File: src/rtl/control_pkg.sv
// control_pkg: shared state encoding and datapath select constants for the control unit
package control_pkg;
    typedef enum logic [2:0] {
        S_FETCH, S_DECODE, S_EXEC, S_MEM, S_LINK, S_NEXTPC, S_TRAP, S_HALT
    } state_e;
    localparam logic [4:0] ALU_ADD  = 5'd0;
    localparam logic [4:0] ALU_SUB  = 5'd1;
    localparam logic [4:0] ALU_SLL  = 5'd2;
    localparam logic [4:0] ALU_SLT  = 5'd3;
    localparam logic [4:0] ALU_SLTU = 5'd4;
    localparam logic [4:0] ALU_XOR  = 5'd5;
    localparam logic [4:0] ALU_SRL  = 5'd6;
    localparam logic [4:0] ALU_SRA  = 5'd7;
    localparam logic [4:0] ALU_OR   = 5'd8;
    localparam logic [4:0] ALU_AND  = 5'd9;
    localparam logic [1:0] INSEL1_RS1  = 2'd0;
    localparam logic [1:0] INSEL1_PC   = 2'd1;
    localparam logic [1:0] INSEL1_ZERO = 2'd2;
    localparam logic [1:0] INSEL2_RS2  = 2'd0;
    localparam logic [1:0] INSEL2_IMM  = 2'd1;
    localparam logic [1:0] INSEL2_FOUR = 2'd2;
    localparam logic ADDR_PC  = 1'b0;
    localparam logic ADDR_ALU = 1'b1;
    localparam logic RD_ALU = 1'b0;
    localparam logic RD_MEM = 1'b1;
endpackage

File: src/rtl/mem_watchdog.sv
// mem_watchdog: counts cycles a memory request waits for completion and flags the last allowed one
module mem_watchdog #(
    parameter int MEM_TIMEOUT = 0,
    parameter int TO_W = 8
) (
    input  logic clk,
    input  logic rst,
    input  logic start,
    input  logic busy,
    input  logic fc,
    output logic expired
);
    localparam logic [TO_W-1:0] LIMIT = TO_W'(MEM_TIMEOUT > 0 ? MEM_TIMEOUT - 1 : 0);
    logic [TO_W-1:0] cnt_q, cnt_d;
    always_comb begin
        cnt_d = start ? '0 : (busy && !fc) ? cnt_q + 1'b1 : cnt_q;
    end
    // kept out of the block above so start (from next state) never feeds back into expired
    assign expired = (MEM_TIMEOUT > 0) && busy && !fc && (cnt_q == LIMIT);
    always_ff @(posedge clk) begin
        if (rst) cnt_q <= '0;
        else cnt_q <= cnt_d;
    end
endmodule

File: src/rtl/control_unit.sv
// control_unit: multi-cycle RV32I sequencer driving datapath strobes, selects, trap and halt
module control_unit
    import control_pkg::*;
#(
    parameter int MEM_TIMEOUT = 0,
    parameter int TO_W = 8
) (
    input  logic       clk,
    input  logic       rst,
    input  logic       invalid_inst,
    input  logic       ialign,
    input  logic       mem_fc,
    input  logic       mem_malign,
    input  logic       opcode_load,
    input  logic       opcode_miscmem,
    input  logic       opcode_opimm,
    input  logic       opcode_auipc,
    input  logic       opcode_store,
    input  logic       opcode_op,
    input  logic       opcode_lui,
    input  logic       opcode_branch,
    input  logic       opcode_jalr,
    input  logic       opcode_jal,
    input  logic       opcode_system,
    input  logic [4:0] aluop_in,
    input  logic       branch_taken,
    output logic       write_pc,
    output logic       write_ir,
    output logic       write_rd,
    output logic       mem_read,
    output logic       mem_write,
    output logic [4:0] alu_op,
    output logic       addr_sel,
    output logic       rd_sel,
    output logic [1:0] alu_insel1,
    output logic [1:0] alu_insel2,
    output logic       trap,
    output logic       halted
);
    state_e state_q, state_d;
    logic br_flag_q, br_flag_d;
    logic expired, wd_start, wd_busy, is_jump, redirect;
    logic [10:0] ops;

    assign ops = {opcode_system, opcode_jal, opcode_jalr, opcode_branch, opcode_lui, opcode_op,
                  opcode_store, opcode_auipc, opcode_opimm, opcode_miscmem, opcode_load};
    assign is_jump = opcode_jal || opcode_jalr;
    assign wd_busy = (state_q == S_FETCH) || (state_q == S_MEM && !mem_malign);
    assign wd_start = (state_d != state_q) && (state_d == S_FETCH || state_d == S_MEM);

    mem_watchdog #(.MEM_TIMEOUT(MEM_TIMEOUT), .TO_W(TO_W)) u_wd (
        .clk(clk), .rst(rst), .start(wd_start), .busy(wd_busy), .fc(mem_fc), .expired(expired)
    );

    always_comb begin
        state_d = state_q;
        br_flag_d = br_flag_q;
        redirect = 1'b0;
        write_pc = 1'b0;
        write_ir = 1'b0;
        write_rd = 1'b0;
        mem_read = 1'b0;
        mem_write = 1'b0;
        alu_op = ALU_ADD;
        addr_sel = ADDR_PC;
        rd_sel = RD_ALU;
        alu_insel1 = INSEL1_RS1;
        alu_insel2 = INSEL2_RS2;
        trap = 1'b0;
        halted = 1'b0;
        case (state_q)
            S_FETCH: begin
                mem_read = 1'b1;
                write_ir = mem_fc;
                state_d = mem_fc ? S_DECODE : expired ? S_TRAP : S_FETCH;
            end
            S_DECODE: begin
                state_d = (invalid_inst || !$onehot(ops)) ? S_TRAP :
                          (opcode_load || opcode_store) ? S_MEM :
                          opcode_miscmem ? S_NEXTPC :
                          opcode_system ? S_HALT : S_EXEC;
            end
            S_EXEC: begin
                alu_op = (opcode_op || opcode_opimm || opcode_branch) ? aluop_in : ALU_ADD;
                alu_insel1 = opcode_lui ? INSEL1_ZERO :
                             (opcode_auipc || opcode_jal) ? INSEL1_PC : INSEL1_RS1;
                alu_insel2 = (opcode_op || opcode_branch) ? INSEL2_RS2 : INSEL2_IMM;
                write_rd = opcode_op || opcode_opimm || opcode_lui || opcode_auipc;
                br_flag_d = opcode_branch ? branch_taken : br_flag_q;
                state_d = !is_jump ? S_NEXTPC : ialign ? S_TRAP : S_LINK;
            end
            S_MEM: begin
                addr_sel = ADDR_ALU;
                alu_insel2 = INSEL2_IMM;
                mem_read = opcode_load && !mem_malign;
                mem_write = opcode_store && !mem_malign;
                write_rd = opcode_load && !mem_malign && mem_fc;
                rd_sel = (opcode_load && mem_fc) ? RD_MEM : RD_ALU;
                state_d = mem_malign ? S_TRAP : mem_fc ? S_NEXTPC : expired ? S_TRAP : S_MEM;
            end
            S_LINK: begin
                alu_insel1 = INSEL1_PC;
                alu_insel2 = INSEL2_FOUR;
                write_rd = 1'b1;
                state_d = S_NEXTPC;
            end
            S_NEXTPC: begin
                redirect = is_jump || (opcode_branch && br_flag_q);
                alu_insel1 = opcode_jalr ? INSEL1_RS1 : INSEL1_PC;
                alu_insel2 = redirect ? INSEL2_IMM : INSEL2_FOUR;
                write_pc = !(redirect && ialign);
                state_d = (redirect && ialign) ? S_TRAP : S_FETCH;
            end
            S_TRAP: trap = 1'b1;
            S_HALT: halted = 1'b1;
            default: state_d = S_TRAP;
        endcase
        if (rst) begin
            write_pc = 1'b0;
            write_ir = 1'b0;
            write_rd = 1'b0;
            mem_read = 1'b0;
            mem_write = 1'b0;
            alu_op = ALU_ADD;
            addr_sel = ADDR_PC;
            rd_sel = RD_ALU;
            alu_insel1 = INSEL1_RS1;
            alu_insel2 = INSEL2_RS2;
            trap = 1'b0;
            halted = 1'b0;
        end
    end

    always_ff @(posedge clk) begin
        if (rst) begin
            state_q <= S_FETCH;
            br_flag_q <= 1'b0;
        end else begin
            state_q <= state_d;
            br_flag_q <= br_flag_d;
        end
    end
endmodule

File: config.mk
export PLATFORM = sky130hd
export DESIGN_NAME = control_unit
export DESIGN_NICKNAME = d
export VERILOG_FILES = /design/src/rtl/control_pkg.sv /design/src/rtl/mem_watchdog.sv /design/src/rtl/control_unit.sv
export SDC_FILE = /design/constraint.sdc
export NUM_CORES = 1
export LEC_CHECK = 0
export BUFFER_PORTS_ARGS = -buffer_cell sky130_fd_sc_hd__buf_2
export CAP_MARGIN = 20
export CELL_PAD_IN_SITES_DETAIL_PLACEMENT = 1
export CELL_PAD_IN_SITES_GLOBAL_PLACEMENT = 2
export CORE_ASPECT_RATIO = 0.6
export CORE_MARGIN = 2
export CORE_UTILIZATION = 21
export DETAILED_ROUTE_END_ITERATION = 12
export PLACE_DENSITY_LB_ADDON = 0.3
export SYNTH_ARGS = -nofsm -noshare
export SYNTH_HDL_FRONTEND = slang
export SYNTH_SLANG_ARGS = --single-unit
File: constraint.sdc
create_clock -name clk -period 3.3 [get_ports clk]
set_clock_uncertainty 0.2 [all_clocks]
set_input_delay 0.165 -clock clk [delete_from_list [all_inputs] [get_ports clk]]
set_output_delay 0.165 -clock clk [all_outputs]
set_load 0.02 [all_outputs]
Yosys cells after proc, flatten, opt, wreduce, memory -nomap -nowiden --
Cells that the tools add are included.
Storage, ports and cells: flip-flop bits (word level) 4, input bits 23, output and inout port bits 18, logic and storage cells 84
Cells by class: add/subtract/negate cells 10, eq/ne operators 8, muxes and demuxes 42, reduce and logical (&&, ||, !) cells 22
Operators with widths (count):
- 2-to-1 mux 1 bit | 21
- 2-to-1 mux 3 bit | 7
- case mux 3 bit (6 select lines) | 1
- 2-to-1 mux 5 bit | 3
- == test 3 bit (second input constant) | 4
- 2-to-1 mux 2 bit | 6
- adder 1 x 1 -> 2 bit | 5
- logical OR 1 bit | 10
- case mux 2 bit (4 select lines) | 1
- adder 2 x 2 -> 3 bit | 2
- == test 3 x 2 -> 1 bit (second input constant) | 2
- logical AND 1 bit | 6
- case mux 2 bit (3 select lines) | 1
- nonzero test 6 bit | 1
- adder 3 x 3 -> 4 bit | 1
- adder 4 x 3 -> 4 bit | 1
- == test 4 x 1 -> 1 bit (second input constant) | 1
- adder 2 x 1 -> 3 bit | 1
- == test 3 x 1 -> 1 bit (second input constant) | 1
- logical NOT 1 bit | 3
- logical NOT 3 bit | 1
- case mux 1 bit (3 select lines) | 1
- case mux 1 bit (2 select lines) | 1
- AND reduction 2 bit | 1

Logic depth before layout (Yosys ltp) --
depth after elaboration 9, depth in mapped cells 12, gate-level depth less buffers 12

Modules after synthesis --
Synthesis repeated with hierarchy kept, for this count alone.
Unflattened totals: cell total of the unflattened synthesis 118, area, all modules 853.3 sq um
By module, submodules not included:
- control_unit | times used 1, cells each 116, area an instance 842.1 sq um, sequential area each 80.1 sq um
- mem_watchdog | times used 1, cells each 2, area an instance 11.3 sq um, sequential area each 0.0 sq um

Least setup slack after synthesis --
Ideal clock, no wire load.
kind input-to-reg, from input opcode_load, to register state_q[0], setup time 80 ps, data arrival time 3269 ps, required time 3020 ps, slack -249 ps, stages 12, path buffers 0, path through fa_1 fa_1 inv_1 fa_1 inv_1 fa_1 inv_1 fa_1 a2111oi_2 o2111ai_1 a211o_1 a211oi_2
On the way: word-level cells in the longest chain between the ends 9, elaborated cells on any way between the ends 11, classes of those cells 4 x add/sub; 1 x eq/ne; 3 x mux; 3 x reduce/logical
RTL lines:
- start, declared | RTL line control_unit.sv:14 | input logic opcode_load,
- adder 1 x 1 -> 2 bit (implied by the code) | RTL line control_unit.sv:78 | state_d = (invalid_inst || !$onehot(ops)) ? S_TRAP :
- adder 2 x 2 -> 3 bit (implied by the code) | RTL line control_unit.sv:78
- adder 3 x 3 -> 4 bit (implied by the code) | RTL line control_unit.sv:78
- adder 4 x 3 -> 4 bit (implied by the code) | RTL line control_unit.sv:78
- == test 4 x 1 -> 1 bit | RTL line control_unit.sv:78
- logical NOT 1 bit | RTL line control_unit.sv:78
- logical OR 1 bit | RTL line control_unit.sv:78
- 2-to-1 mux 3 bit * | RTL line control_unit.sv:78
- case mux 3 bit (6 select lines) * | RTL line control_unit.sv:71 | case (state_q)
- end signal, assigned | RTL line control_unit.sv:139 | state_q <= state_d;
- end, declared | RTL line control_unit.sv:40 | state_e state_q, state_d;
Every way passes the cells marked *; elsewhere a longest branch is shown, timed or not. A chain may end at the register's enable or synchronous reset.

Worst setup path in the final report --
Ends and elaborated chain as after synthesis.

==> flow_metrics.env <==
export IMPL_die_h_um=53.52
export IMPL_instances_no_fill=210
export IMPL_grt_overflow_total=0
export IMPL_synth_seq_cells=4
export IMPL_n_antenna_cell=0
export IMPL_maxCapViolations=0
export IMPL_drt_iter0_markers=40
export IMPL_violations="negative hold slack, negative setup slack"
export IMPL_run_status="complete, but fails checks"
export IMPL_cp_slowest_cell="fa_1"
export IMPL_syn_area_um2=858.3
export IMPL_track_usage=0.1530
export IMPL_timing_hold_ws_ps=-4.496
export IMPL_io_pin_count=41
export IMPL_cts_made_buffers=3
export IMPL_syn_num_nets=149
export IMPL_worstHoldPathType="in2reg"
export IMPL_endpoint_kind="flip-flop"
export IMPL_hold_viol=1
export IMPL_clockRootBuffer="clkbuf_8"
export IMPL_fp_dieW_um=86.54
export IMPL_reg2reg_depth=5
export IMPL_met1_usage=0.2236
export IMPL_synth_cells=115
export IMPL_endpoint="state_q[0]"
export IMPL_avgSynthCellArea_um2=7.464
export IMPL_cts_tree="done"
export IMPL_critical_path_class="in2reg"
export IMPL_async_flop_share=0
export IMPL_tightest_slew_ps=577.4
export IMPL_cpPeakStageDelay_ps=520
export IMPL_viasPerCell=4.948
export IMPL_clk_path_buf_depth=2
export IMPL_fin_nets=199
export IMPL_final_antenna_net_count=0
export IMPL_ys_seq_area_frac=0.09329
export IMPL_synthTopCellsByArea="fa_1, dfxtp_1, inv_1, ha_1, nor2_1"
export IMPL_slew_viol_final=0
export IMPL_cp_top_family="adder cells"
export IMPL_cp_required_ps=3240
export IMPL_start_util=0.2267
export IMPL_yosysTopAreaCell="fa_1"
export IMPL_powerDensity_nw_per_um2=551.0
export IMPL_use_met2=0.2385
export IMPL_grt_pass1_wl_mm=5.319
export IMPL_setup_ws_ps=-93.35
export IMPL_startpoint="opcode_load"
export IMPL_min_period_ps=3393
export IMPL_core_area_um2=3786
export IMPL_hpwl_mm=2.803
export IMPL_syn2layout_area_growth_pct=49.42
export IMPL_grt_busiest_layer="met2"
export IMPL_clk_latency_ps=210
export IMPL_r2r_end="state_q[0]"
export IMPL_crit_fanout=2
export IMPL_design_area_um2=1282
export IMPL_cp_depth=12
export IMPL_path_buf_inv=4
export IMPL_max_freq_mhz=294.7
export IMPL_antenna_found_initial=0
export IMPL_synth_edf_count=0
export IMPL_crit_chain="buf_6 > fa_1 > fa_1 > inv_1 > fa_1 > inv_2 > fa_2 > buf_6 > a2111oi_4 > o2111ai_2 > a211o_1 > a211oi_2"
export IMPL_cp_start_kind="primary input"
export IMPL_finalCritPeriodShare=1.028
export IMPL_final_cell_mix="buf_2, inv_1, nor2_1"
export IMPL_h_tree_depth=1
export IMPL_gp_congestion=0.8911
export IMPL_numPortBuffers=40
export IMPL_wl_mm=3.380
export IMPL_fin_tns_setup_ps=-169.3
export IMPL_drt_wirelength_per_cell_um=16.10
export IMPL_yosysUniqueCellTypes=43
export IMPL_cp_common_cell="fa_1"
export IMPL_final_common_cell="buf_2"
export IMPL_crit_arrival_ps=3330
export IMPL_rsz0062_at_grt="true"
export IMPL_clkTransAtPathRegs_ps=30
export IMPL_grt_pass1_vias=1064
export IMPL_place_area_um2=1141
export IMPL_grt_max_degree=18
export IMPL_reg2reg_from="state_q[1]"
export IMPL_relSlewSlack=0.6145
export IMPL_die_area_um2=4631
export IMPL_rows=17
export IMPL_yosysWarnings=0
export IMPL_setup_viol=3
export IMPL_drt_first_pass_iters=4
export IMPL_p_leak_uw=0.0006089
export IMPL_gr_usage_met3=0.02028
export IMPL_drive_above_1_share=0.3988
export IMPL_via_count=1039
export IMPL_clock_sinks=4
export IMPL_yosys_area_top_type_share=0.1633
export IMPL_ys_flop_type="dfxtp_1"
export IMPL_ff2ff_setup_slack_ps=1240
export IMPL_dpl_cell_count=203
export IMPL_route_detailed_drc=0
export IMPL_peakVddDrop_uv=278.0
-- worst min-delay path by stage --
stage / to / slack [ps] / start / depth (start not counted)
after floorplan: br_flag_q / 110 / branch_taken / 2
after global placement: br_flag_q / 210 / branch_taken / 3
after detailed placement: br_flag_q / 230 / branch_taken / 3
after CTS: br_flag_q / 0.7 / branch_taken / 3
after global routing: br_flag_q / 20 / branch_taken / 3
final: br_flag_q / -4 / branch_taken / 3
-- cells by family (layout without fill, tap and decap cells) --
logic type | count (synthesis) | count (layout) | synth area share
flip-flops | 4 | 4 | 0.09330
buffers and inverters | 21 | 69 | 0.1006
multiplexers | 1 | 1 | 0.01166
AND/OR/NAND/NOR | 49 | 49 | 0.3091
AO/OA/AOI/OAI | 29 | 29 | 0.2639
adder cells (fa/ha/maj) | 11 | 11 | 0.2216
-- registers in the layout, indices dropped and copies added, names as in the netlist --
name,cells
br_flag_q,1
state_q,3
-- worst register-to-register path: cells and delay by family (launching register included) --
family	cells	cell delay, ps
AOI/OAI and AO/OA	2	400
adders and majority gates	1	430
buffers and inverters	1	100
DFF	1	590
and+or+nand+nor	1	220
-- per-stage QoR --
stage                 util  power (uW)  worst slack, ps
floorplan                -       414.1           -124.6
global placement    0.3014       538.8           -435.3
detailed placement  0.3014       552.5           -458.8
CTS                 0.3321       699.8           -179.0
global route        0.3387       770.8           -259.0
finish              0.3387       706.7           -93.35
-- final cells by class --
type | instances | area [um^2]
Inverter | 16 | 60.06
Sequential cell | 4 | 80.08
Multi-Input combinational cell | 90 | 730.7
Clock buffer | 3 | 41.29
Timing Repair Buffer | 50 | 311.5
Fill cell | 473 | 2504
Tap cell | 47 | 58.81
-- where the power goes --
| part | switching (uW) | total [uW] | internal, uW |
|---|---|---|---|
| Sequential | 61.3 | 126 | 64.4 |
| Combinational | 269 | 478 | 209 |
| Clock | 25.3 | 103 | 77.8 |
| Total | 355 | 707 | 352 |
-- routing by layer --
| layer | wire (um) | up-vias |
|---|---|---|
| met3 | 158 | 0 |
| li1 | - | 507 |
| met4 | 0 | 0 |
| met1 | 1821 | 504 |
| met5 | 0 | - |
| met2 | 1400 | 28 |
-- cell usage after synthesis (all sizes together), types with 3 or more instances --
cell type   n
nor2b       3
a211oi      4
clkbuf      3
ha          4
dfxtp       4
and3        4
inv        16
nand2       5
and2        7
nor3        4
fa          7
o21ai       7
nor2       13
-- repair_timing --
item	4_1_cts	5_1_grt
resized for setup	12	5
buffers inserted	3	1
hold buffers	0	0
pin swaps	14	6
endpoints found under the setup margin	3	3
endpoints found under the hold margin	0	0
gates cloned	0	0
No activity file was read; power rests on OpenSTA's default activity.
